File: config.mk
export PLATFORM = sky130hd
export DESIGN_NAME = acq_scheduler
export DESIGN_NICKNAME = d
export VERILOG_FILES = /design/src/rtl/acq_scheduler.sv
export SDC_FILE = /design/constraint.sdc
export NUM_CORES = 1
export LEC_CHECK = 0
export CELL_PAD_IN_SITES_DETAIL_PLACEMENT = 2
export CELL_PAD_IN_SITES_GLOBAL_PLACEMENT = 2
export CORE_MARGIN = 2
export CORE_UTILIZATION = 35
export DETAILED_ROUTE_END_ITERATION = 12
export MAX_ROUTING_LAYER = met4
export PLACE_DENSITY_LB_ADDON = 0.1
export SYNTH_ARGS = -nofsm -noshare
export SYNTH_HDL_FRONTEND = slang
export SYNTH_SLANG_ARGS = --single-unit
File: constraint.sdc
create_clock -name clk -period 6.8 [get_ports clk]
set_input_delay 1.7 -clock clk [delete_from_list [all_inputs] [get_ports clk]]
set_output_delay 1.7 -clock clk [all_outputs]
set_load 0.01 [all_outputs]
File: src/rtl/acq_scheduler.sv
// Code-phase acquisition sweep scheduler.
// Sweeps C/A offsets, tracks the best correlation metric.
module acq_scheduler #(
  parameter int PHASE_COUNT = 1023,
  parameter int HALF        = 5000,
  parameter int TIMEOUT     = 16383
) (
  input  logic        clk,
  input  logic        rst,
  input  logic        start,
  input  logic [13:0] sum,
  input  logic        sum_ready,
  input  logic [13:0] threshold,
  output logic        gen_sync,
  output logic        cnt_rst,
  output logic [9:0]  code_phase,
  output logic        busy,
  output logic        done,
  output logic        found,
  output logic [9:0]  best_phase,
  output logic [13:0] best_metric,
  output logic        timeout_err
);

  localparam int WDW = $clog2(TIMEOUT + 1);
  localparam logic [13:0]    HALF_V = 14'(HALF);
  localparam logic [9:0]     LAST   = 10'(PHASE_COUNT - 1);
  localparam logic [WDW-1:0] WD_END = WDW'(TIMEOUT - 1);

  typedef enum logic [2:0] {
    IDLE, SYNC, WAIT, EVAL, NEXT, DONE
  } state_t;

  state_t         state, state_n;
  logic [WDW-1:0] wd;
  logic [13:0]    metric, metric_n;
  logic           found_q, found_now;
  logic           wd_end;

  assign wd_end   = (wd == WD_END);
  assign metric_n = (sum >= HALF_V) ? sum - HALF_V
                                    : HALF_V - sum;

  always_comb begin
    state_n = state;
    unique case (state)
      IDLE: if (start) state_n = SYNC;
      SYNC: state_n = WAIT;
      WAIT: begin
        if (sum_ready)   state_n = EVAL;
        else if (wd_end) state_n = DONE;
      end
      EVAL: state_n = NEXT;
      NEXT: state_n = (code_phase == LAST) ? DONE : SYNC;
      DONE: state_n = IDLE;
      default: state_n = IDLE;
    endcase
  end

  assign gen_sync  = (state == SYNC);
  assign cnt_rst   = (state == SYNC);
  assign busy      = (state != IDLE);
  assign done      = (state == DONE);
  assign found_now = (best_metric >= threshold) && !timeout_err;
  // Valid during the done pulse, then held until the next sweep
  assign found     = done ? found_now : found_q;

  always_ff @(posedge clk or posedge rst) begin
    if (rst) state <= IDLE;
    else     state <= state_n;
  end

  always_ff @(posedge clk or posedge rst) begin
    if (rst) begin
      code_phase  <= '0;
      best_phase  <= '0;
      best_metric <= '0;
      metric      <= '0;
      wd          <= '0;
      found_q     <= 1'b0;
      timeout_err <= 1'b0;
    end else begin
      unique case (state)
        IDLE: begin
          if (start) begin
            code_phase  <= '0;
            best_phase  <= '0;
            best_metric <= '0;
            found_q     <= 1'b0;
            timeout_err <= 1'b0;
          end
        end
        SYNC: wd <= '0;
        WAIT: begin
          if (sum_ready)   metric <= metric_n;
          else if (wd_end) timeout_err <= 1'b1;
          else             wd <= wd + 1'b1;
        end
        EVAL: begin
          // Strict compare keeps the earliest phase on ties
          if (code_phase == '0 || metric > best_metric) begin
            best_metric <= metric;
            best_phase  <= code_phase;
          end
        end
        NEXT: begin
          if (code_phase != LAST)
            code_phase <= code_phase + 10'd1;
        end
        DONE: found_q <= found_now;
        default: ;
      endcase
    end
  end

endmodule

## Word-level counts from Yosys, hierarchy flattened

Cells that the tools add are included.

- Bits in registers: 67
- Input port bits: 32
- Output and inout bits: 40
- Word-level logic and storage cells: 71

- $add $sub $neg: 4
- Order comparisons: 3
- Eq/ne operators: 15
- Mux-type cells: 23
- Reduce and logical (&&, ||, !) cells: 18

Operators with widths:

| kind | count |
|---|---|
| 14-bit 2-to-1 mux | 5 |
| 14-bit case mux with 2 select lines | 2 |
| 10-bit case mux with 2 select lines | 2 |
| 10-bit 2-to-1 mux | 3 |
| 3-bit case mux with 5 select lines | 1 |
| 14-bit by 1-bit adder with 14-bit output, second input constant | 1 |
| 14-bit == test, second input constant | 1 |
| 14-bit by 13-bit greater-or-equal comparator with 1-bit output, second input constant | 1 |
| 14-bit greater-or-equal comparator | 1 |
| 14-bit greater-than comparator | 1 |
| 13-bit by 14-bit subtractor with 14-bit output, first input constant | 1 |
| 14-bit by 13-bit subtractor with 14-bit output, second input constant | 1 |
| 3-bit 2-to-1 mux | 4 |
| 2-bit inequality test, second input constant | 6 |
| 10-bit by 1-bit adder with 10-bit output, second input constant | 1 |
| 10-bit == test, second input constant | 1 |
| 10-bit zero test | 1 |
| 10-bit inequality test, second input constant | 1 |
| 2-bit nonzero test | 5 |
| 3-bit AND reduction | 3 |
| 3-bit by 2-bit == test with 1-bit output, second input constant | 2 |
| 3-bit == test, second input constant | 2 |
| 2-bit AND reduction | 3 |
| 1-bit 2-to-1 mux | 4 |
| 9 further kinds | 10 |

## Logic depth before layout (Yosys ltp)

Gate-level depths: netlist of run 1.

- Depth in word-level cells: 4
- Gate-level depth with buffers: 9
- Gate-level depth less buffers: 8

## Worst setup path before layout of run 1

No wires, ideal clock.

- Kind: input -> output
- From: input threshold[7]
- To: output found
- Data arrival time: 2.979 ns
- Required time: 5.100 ns
- Path slack: 2.121 ns
- Cell stages on the path: 8
- Path buffers: 0
- Cells stage by stage: inv_1 -> ha_1 -> a21o_1 -> a21o_1 -> a21oi_1 -> nor4_1 -> a211o_1 -> a21o_1

- Cells in the longest elaborated chain, start to end: 3

RTL lines:

| item | line | source |
|---|---|---|
| from (decl) | 13 | `input logic [13:0] threshold,` |
| 14-bit greater-or-equal comparator | 64 | `assign found_now = (best_metric >= threshold) && !timeout_err;` |
| 1-bit logical AND | 64 |  |
| 1-bit 2-to-1 mux | 66 | `assign found = done ? found_now : found_q;` |
| to (decl) | 19 | `output logic found,` |

No other way between the ends.

## Final worst setup path of run 1

Ends and elaborated chain as after synthesis.

==> flow_metrics.env, run 1 <==
export IMPL_crit_top_cell="a21o_1"
export IMPL_place_ws_ps=1010
export IMPL_crit_fanout=2
export IMPL_cts_buffers_inserted=9
export IMPL_synthSimpleGateAreaFrac_pct=18.4
export IMPL_drive_gt1_share_pct=7.52
export IMPL_p_comb_share_pct=40.2
export IMPL_clockBufferDepth=2
export IMPL_critPathArrivalTime_ps=4070
export IMPL_synth_xor_area_share_pct=5.32
export IMPL_critical_path_required_ps=5100
export IMPL_cts_resized=0
export IMPL_fin_skew_ps=8.18
export IMPL_p_total_mw=1.79
export IMPL_finalCriticalPeriod_ps=5770
export IMPL_dieArea_mm2=0.0131
export IMPL_switching_share_pct=38.7
export IMPL_worst_hold_slack_ps=518
export IMPL_synth_compound_area_share_pct=13.4
export IMPL_grt_pass1_vias=4160
export IMPL_power_switching_uw=692
export IMPL_port_buffer_count=71
export IMPL_slowest_stage="clkdlybuf4s50_1"
export IMPL_p_per_area_mw_per_mm2=331
export IMPL_drc=0
export IMPL_dr_pass1_iters=4
export IMPL_fp_dieH_um=115
export IMPL_crit_buf_inv=3
export IMPL_layout_setup_ws_ps=1030
export IMPL_placed_cells=676
export IMPL_cts_setup_buffers=0
export IMPL_avgRoutedWirePerCell_um=18.5
export IMPL_worst_slew_pin_slew_ps=891
export IMPL_clk_transition_reported_paths_ps=60
export IMPL_avgViaCountPerCell=5.30
export IMPL_ys_types=54
export IMPL_vias=3666
export IMPL_initial_core_util_pct=35.8
export IMPL_worst_setup_path_type="input pin to output pin"
export IMPL_yosys_mux_area_fraction_pct=6.40
export IMPL_cts_root_buf="clkbuf_16"
export IMPL_yosysWarnings=0
export IMPL_drv_cap=0
export IMPL_clock_sinks=67
export IMPL_setup_tns_final_ps=0
export IMPL_synth_ff_type="dfrtp_1"
export IMPL_critPathLaunchType="input pin"
export IMPL_synth_seq_cells=67
export IMPL_place_gp_congestion=0.811
export IMPL_synth_top_family_by_area="simple AND/OR/NAND/NOR gates"
export IMPL_period_share_pct=84.8
export IMPL_grtUsageTotal_pct=21.6
export IMPL_finalSetupViolations=0
export IMPL_crit_chain="clkdlybuf4s50_1 > inv_1 > ha_1 > a21o_1 > a21o_1 > a21oi_1 > nor4_1 > a211o_1 > a21o_1 > clkdlybuf4s50_1"
export IMPL_hold_buffers=0
export IMPL_rsz0062_at_grt="no"
export IMPL_finalHoldViolCount=0
export IMPL_status="completed"
export IMPL_seq_power_share_pct=33.6
export IMPL_synth_area_mm2=0.00428
export IMPL_core_area_mm2=0.0120
export IMPL_power_leakage_nw=2.49
export IMPL_chipWidth_um=115
export IMPL_ant_nets=0
export IMPL_slew_headroom_pct=40.6
export IMPL_antenna_cells=0
export IMPL_grt_antenna_before_repair=0
export IMPL_cp_top_family="compound AO/OA/AOI/OAI gates"
export IMPL_initialDrtViolationCount=64
export IMPL_synth_avg_cell_area_um2=9.07
export IMPL_synth_seq_area_share_pct=39.2
export IMPL_syn_num_nets=540
export IMPL_hold_class="flop to flop"
export IMPL_ir_drop_uv=105
export IMPL_syn_to_final_growth_pct=26.2
export IMPL_rows=40
export IMPL_pwr_share_clk_pct=26.2
export IMPL_max_stage_delay_ps=470
export IMPL_synth_edf_count=0
export IMPL_netlist_instances=472
export IMPL_synth_adder_area_share_pct=10.5
export IMPL_overflow=0
export IMPL_grt_pass1_wl_mm=21.6
export IMPL_grt_start_max_net_pins=45
export IMPL_clock_fmax_ghz=0.173
export IMPL_routed_wl_mm=12.8
export IMPL_synth_async_sr_flop_share_pct=100
export IMPL_clk_latency_ps=340
export IMPL_cp_end_kind="output pin"
export IMPL_cts_tree="yes"
export IMPL_fin_cells=692
export IMPL_cts_max_level=3
export IMPL_ios=72
export IMPL_hpwl_mm=9.82
export IMPL_layout_nets=608
export IMPL_drv_slew=0
export IMPL_intPower_mw=1.10
[metal layers]
layer	wire, µm	vias up	global-route usage, %
met5	0	-	-
met4	231	0	7.56
met3	380	18	3.02
met2	6390	62	36.6
met1	5820	1821	26.4
li1	-	1765	-
[through the flow]
stage	instance area, µm²	utilization (%)
after floorplan	4280	-
after global placement	5110	42.7
after detailed placement	5110	42.7
after CTS	5410	45.2
after global routing	5410	45.2
final	5410	45.2
[cell usage after synthesis, drive strengths merged, types with 8 or more instances]
| master | instances | area, µm² |
|---|---|---|
| nand3 | 12 | 60.1 |
| xnor2 | 20 | 175 |
| o21ai | 21 | 105 |
| dfrtp | 67 | 1680 |
| a21o | 10 | 75.1 |
| mux2i | 15 | 150 |
| mux2 | 11 | 124 |
| nor2 | 53 | 199 |
| nand4 | 15 | 93.8 |
| nor3 | 13 | 65.1 |
| buf | 8 | 62.6 |
| a21oi | 23 | 134 |
| ha | 36 | 450 |
| clkbuf | 9 | 35.0 |
| inv | 52 | 195 |
| nand2 | 44 | 165 |
[final cells by class]
cell class,instances,area (µm²)
sequential,67,1680
clock buffer,10,229
tap,147,184
fill,1329,6560
inverter,52,195
timing repair buffer,74,733
clock inverter,6,65.1
multi-input combinational,336,2320
[worst register-to-register path, stage by stage, from the launching register on]
cell      delay, ps
dfrtp_1         490
inv_1            90
ha_1            340
a211oi_1        250
nor2_1           90
nor2_1           90
nand2_1          90
o311ai_4        510
buf_4           400
mux2_2          380
[power by group through the flow]
stage                     combinational [mW]  sequential (mW)  clock, mW
after global placement                 0.673            0.598          0
after CTS                              0.736            0.602      0.479
after global routing                   0.812            0.619      0.495
final                                  0.719            0.600      0.468
after floorplan                        0.467            0.563          0
after detailed placement               0.728            0.608          0
[logic make-up after synthesis]
kind of cell / Yosys count
AND/OR/NAND/NOR: 165
AO/OA/AOI/OAI: 83
multiplexers: 26
flip-flops: 67
adder cells (fa/ha/maj): 36
buffers and inverters: 69
XOR/XNOR: 26
[final timing paths]
check / from / endpoint / slack, ps / cells past startpoint
worst min register to register: found_q$_DFFE_PP0P_ / found_q$_DFFE_PP0P_ / 520 / 1
min in group asynchronous: rst / wd[7]$_DFFE_PP0P_ / 1750 / 2
max in group asynchronous: rst / best_metric[2]$_DFFE_PP0P_ / 4030 / 3
worst max-delay path: threshold[7] / found / 1030 / 10
worst max register to register: best_metric[11]$_DFFE_PP0P_ / best_metric[13]$_DFFE_PP0P_ / 3980 / 9
worst min-delay path: found_q$_DFFE_PP0P_ / found_q$_DFFE_PP0P_ / 520 / 1
[cell usage in the layout (no fill, tap or decap), types with 4 or more instances in the layout]
| cell type | n |
|---|---|
| clkdlybuf4s50_1 | 71 |
| dfrtp_1 | 67 |
| nor2_1 | 53 |
| inv_1 | 51 |
| nand2_1 | 44 |
| ha_1 | 36 |
| a21oi_1 | 20 |
| xnor2_1 | 20 |
| mux2i_1 | 15 |
| o21ai_0 | 15 |
| nand4_1 | 15 |
| nor3_1 | 13 |
| nand3_1 | 12 |
| mux2_2 | 11 |
| a21o_1 | 10 |
| clkbuf_16 | 9 |
| nor4_1 | 6 |
| xor2_1 | 6 |
| o21ai_1 | 6 |
| a31oi_1 | 6 |
| or3_1 | 5 |
| nand2b_1 | 4 |
[state kept, by name, summed over array words and instances (netlist names)]
| signal | count |
|---|---|
| found_q | 1 |
| timeout_err | 1 |
| state | 3 |
| wd | 14 |
| best_phase | 10 |
| code_phase | 10 |
| best_metric | 14 |
| metric | 14 |
Power figures use the tool's default switching activity.
==> run 2, diff against run 1 <==
--- a/config.mk
+++ b/config.mk
@@ -8,7 +8,7 @@
 export CELL_PAD_IN_SITES_DETAIL_PLACEMENT = 2
 export CELL_PAD_IN_SITES_GLOBAL_PLACEMENT = 2
 export CORE_MARGIN = 2
-export CORE_UTILIZATION = 35
+export CORE_UTILIZATION = 30
 export DETAILED_ROUTE_END_ITERATION = 12
 export MAX_ROUTING_LAYER = met4
 export PLACE_DENSITY_LB_ADDON = 0.1
==> constraint.sdc (replaced) <==
create_clock -name clk -period 5.2 [get_ports clk]
set_input_delay 1.3 -clock clk [delete_from_list [all_inputs] [get_ports clk]]
set_output_delay 1.3 -clock clk [all_outputs]
set_load 0.01 [all_outputs]
==> run 2 against run 1 <==
Effect of this change:
- clock power grew 32%
- design area increased by 0.81%
- first-iteration DRC count up 110%
- setup slack worse by 770 ps
- critical path type unchanged
==> flow_metrics.env, run 2 (synthesis results as in run 1) <==
export IMPL_chipWidth_um=123
export IMPL_met3_usage_pct=2.40
export IMPL_reg2reg_slack_ps=2240
export IMPL_dieArea_mm2=0.0152
export IMPL_drc=0
export IMPL_r2r_start="best_metric[4]$_DFFE_PP0P_"
export IMPL_min_from="metric[8]$_DFFE_PP0P_"
export IMPL_finalCriticalPeriod_ps=4930
export IMPL_fin_skew_ps=5.99
export IMPL_status="completed"
export IMPL_p_total_mw=2.32
export IMPL_period_share_pct=94.9
export IMPL_grt_antenna_before_repair=0
export IMPL_drv_cap=0
export IMPL_slew_headroom_pct=37.3
export IMPL_cp_top_family="compound AO/OA/AOI/OAI gates"
export IMPL_whs_path_depth=2
export IMPL_grt_pass1_wl_mm=20.7
export IMPL_crit_fanout=2
export IMPL_layout_nets=608
export IMPL_routed_wl_mm=12.5
export IMPL_clk_latency_ps=340
export IMPL_avgRoutedWirePerCell_um=17.2
export IMPL_cts_setup_buffers=0
export IMPL_core_area_mm2=0.0139
export IMPL_overflow=0
export IMPL_crit_buf_inv=3
export IMPL_rsz0062_at_grt="no"
export IMPL_vias=3643
export IMPL_cp_end_kind="output pin"
export IMPL_r2r_cells=8
export IMPL_slowest_stage="clkdlybuf4s50_1"
export IMPL_cts_tree="yes"
export IMPL_worst_setup_path_type="input pin to output pin"
export IMPL_holdPathEnd="metric[8]$_DFFE_PP0P_"
export IMPL_rows=43
export IMPL_finalHoldViolCount=0
export IMPL_hold_buffers=0
export IMPL_place_gp_congestion=0.751
export IMPL_cts_buffers_inserted=9
export IMPL_clockBufferDepth=2
export IMPL_grtUsageTotal_pct=18.3
export IMPL_grt_busiest_layer="met2"
export IMPL_r2r_end="best_metric[9]$_DFFE_PP0P_"
export IMPL_finalSetupViolations=0
export IMPL_antenna_cells=0
export IMPL_port_buffer_count=71
export IMPL_cts_max_level=3
export IMPL_hold_class="flop to flop"
export IMPL_setup_tns_final_ps=0
export IMPL_critical_path_required_ps=3900
export IMPL_dr_pass1_iters=4
export IMPL_fp_dieH_um=123
export IMPL_ant_nets=0
export IMPL_ir_drop_uv=185
export IMPL_clk_transition_reported_paths_ps=50
export IMPL_clock_sinks=67
export IMPL_max_stage_delay_ps=480
export IMPL_grtUsageMet1_pct=23.6
export IMPL_worst_slew_pin_slew_ps=941
export IMPL_syn_to_final_growth_pct=27.3
export IMPL_critPathArrivalTime_ps=3630
export IMPL_power_leakage_nw=2.49
export IMPL_drv_slew=0
export IMPL_crit_top_cell="a21o_1"
export IMPL_reg_largest_list="best_metric: 14 flops, metric: 14 flops, wd: 14 flops"
export IMPL_initialDrtViolationCount=135
export IMPL_grtUsageMet2_pct=29.3
export IMPL_p_per_area_mw_per_mm2=426
export IMPL_cts_resized=0
export IMPL_final_common_cell="clkdlybuf4s50_1"
export IMPL_grt_pass1_vias=4018
export IMPL_avgViaCountPerCell=5.02
export IMPL_crit_chain="clkdlybuf4s50_1 > inv_1 > ha_1 > a21o_1 > a21o_1 > a21oi_1 > nor4_1 > a211o_1 > a21o_1 > clkdlybuf4s50_1"
export IMPL_clock_fmax_ghz=0.203
export IMPL_initial_core_util_pct=30.7
export IMPL_ios=72
export IMPL_final_cell_mix="71 x clkdlybuf4s50_1, 67 x dfrtp_1, 53 x nor2_1"
export IMPL_critPathLaunchType="input pin"
export IMPL_drive_gt1_share_pct=7.34
export IMPL_grt_start_max_net_pins=42
export IMPL_hpwl_mm=9.57
export IMPL_cts_root_buf="clkbuf_16"
==> run 2: cell count changes in the layout (fill, tap and decap cells not counted), sizes merged <==
cell | previous run | this run
inv | 53 | 52
clkbuf | 10 | 12
clkinvlp | 1 | 2
clkinv | 3 | 1
==> run 2: per-stage QoR <==
stage	utilization [%]	cells	area (µm²)	setup slack (ps)	hold WS [ps]
final	39.1	725	5450	266	522
after floorplan	-	472	4280	1320	470
after CTS	39.1	725	5450	207	515
after global routing	39.1	725	5450	109	549
after detailed placement	37.0	709	5150	207	502
after global placement	37.0	709	5150	256	501
==> run 2: final cells by class <==
cell class	count	area [µm²]
repair buffers	74	733
fillers	1568	8490
well taps	180	225
clock inverters	4	50.0
inverters	52	195
flip-flops and latches	67	1680
clock buffers	12	246
multi-input cells	336	2320
==> run 2: metal layers <==
metal	wire length, µm	vias to the layer above
li1	-	1769
met1	6090	1807
met2	5940	53
met3	291	14
met4	182	0
met5	0	-
==> run 2: how the worst max path moves through the flow <==
stage / from / depth (start not counted) / slack [ps] / end
after floorplan: threshold[7] / 8 / 1320 / found
after global placement: threshold[7] / 10 / 260 / found
after detailed placement: threshold[7] / 10 / 210 / found
after CTS: threshold[7] / 10 / 210 / found
after global routing: threshold[7] / 10 / 110 / found
final: threshold[7] / 10 / 270 / found
==> run 2: power by group <==
part	internal, mW	total [mW]	leakage [nW]	switching (mW)
Clock	0.384	0.619	0.139	0.236
Sequential	0.636	0.784	0.898	0.148
Combinational	0.419	0.917	1.45	0.498
==> run 2: tightest hold or removal path, delay by kind of cell (launching register included) <==
| family | cells | cell delay [ps] |
|---|---|---|
| flip-flops | 1 | 360 |
| AND/OR/NAND/NOR | 1 | 60 |
| AO/OA/AOI/OAI | 1 | 60 |
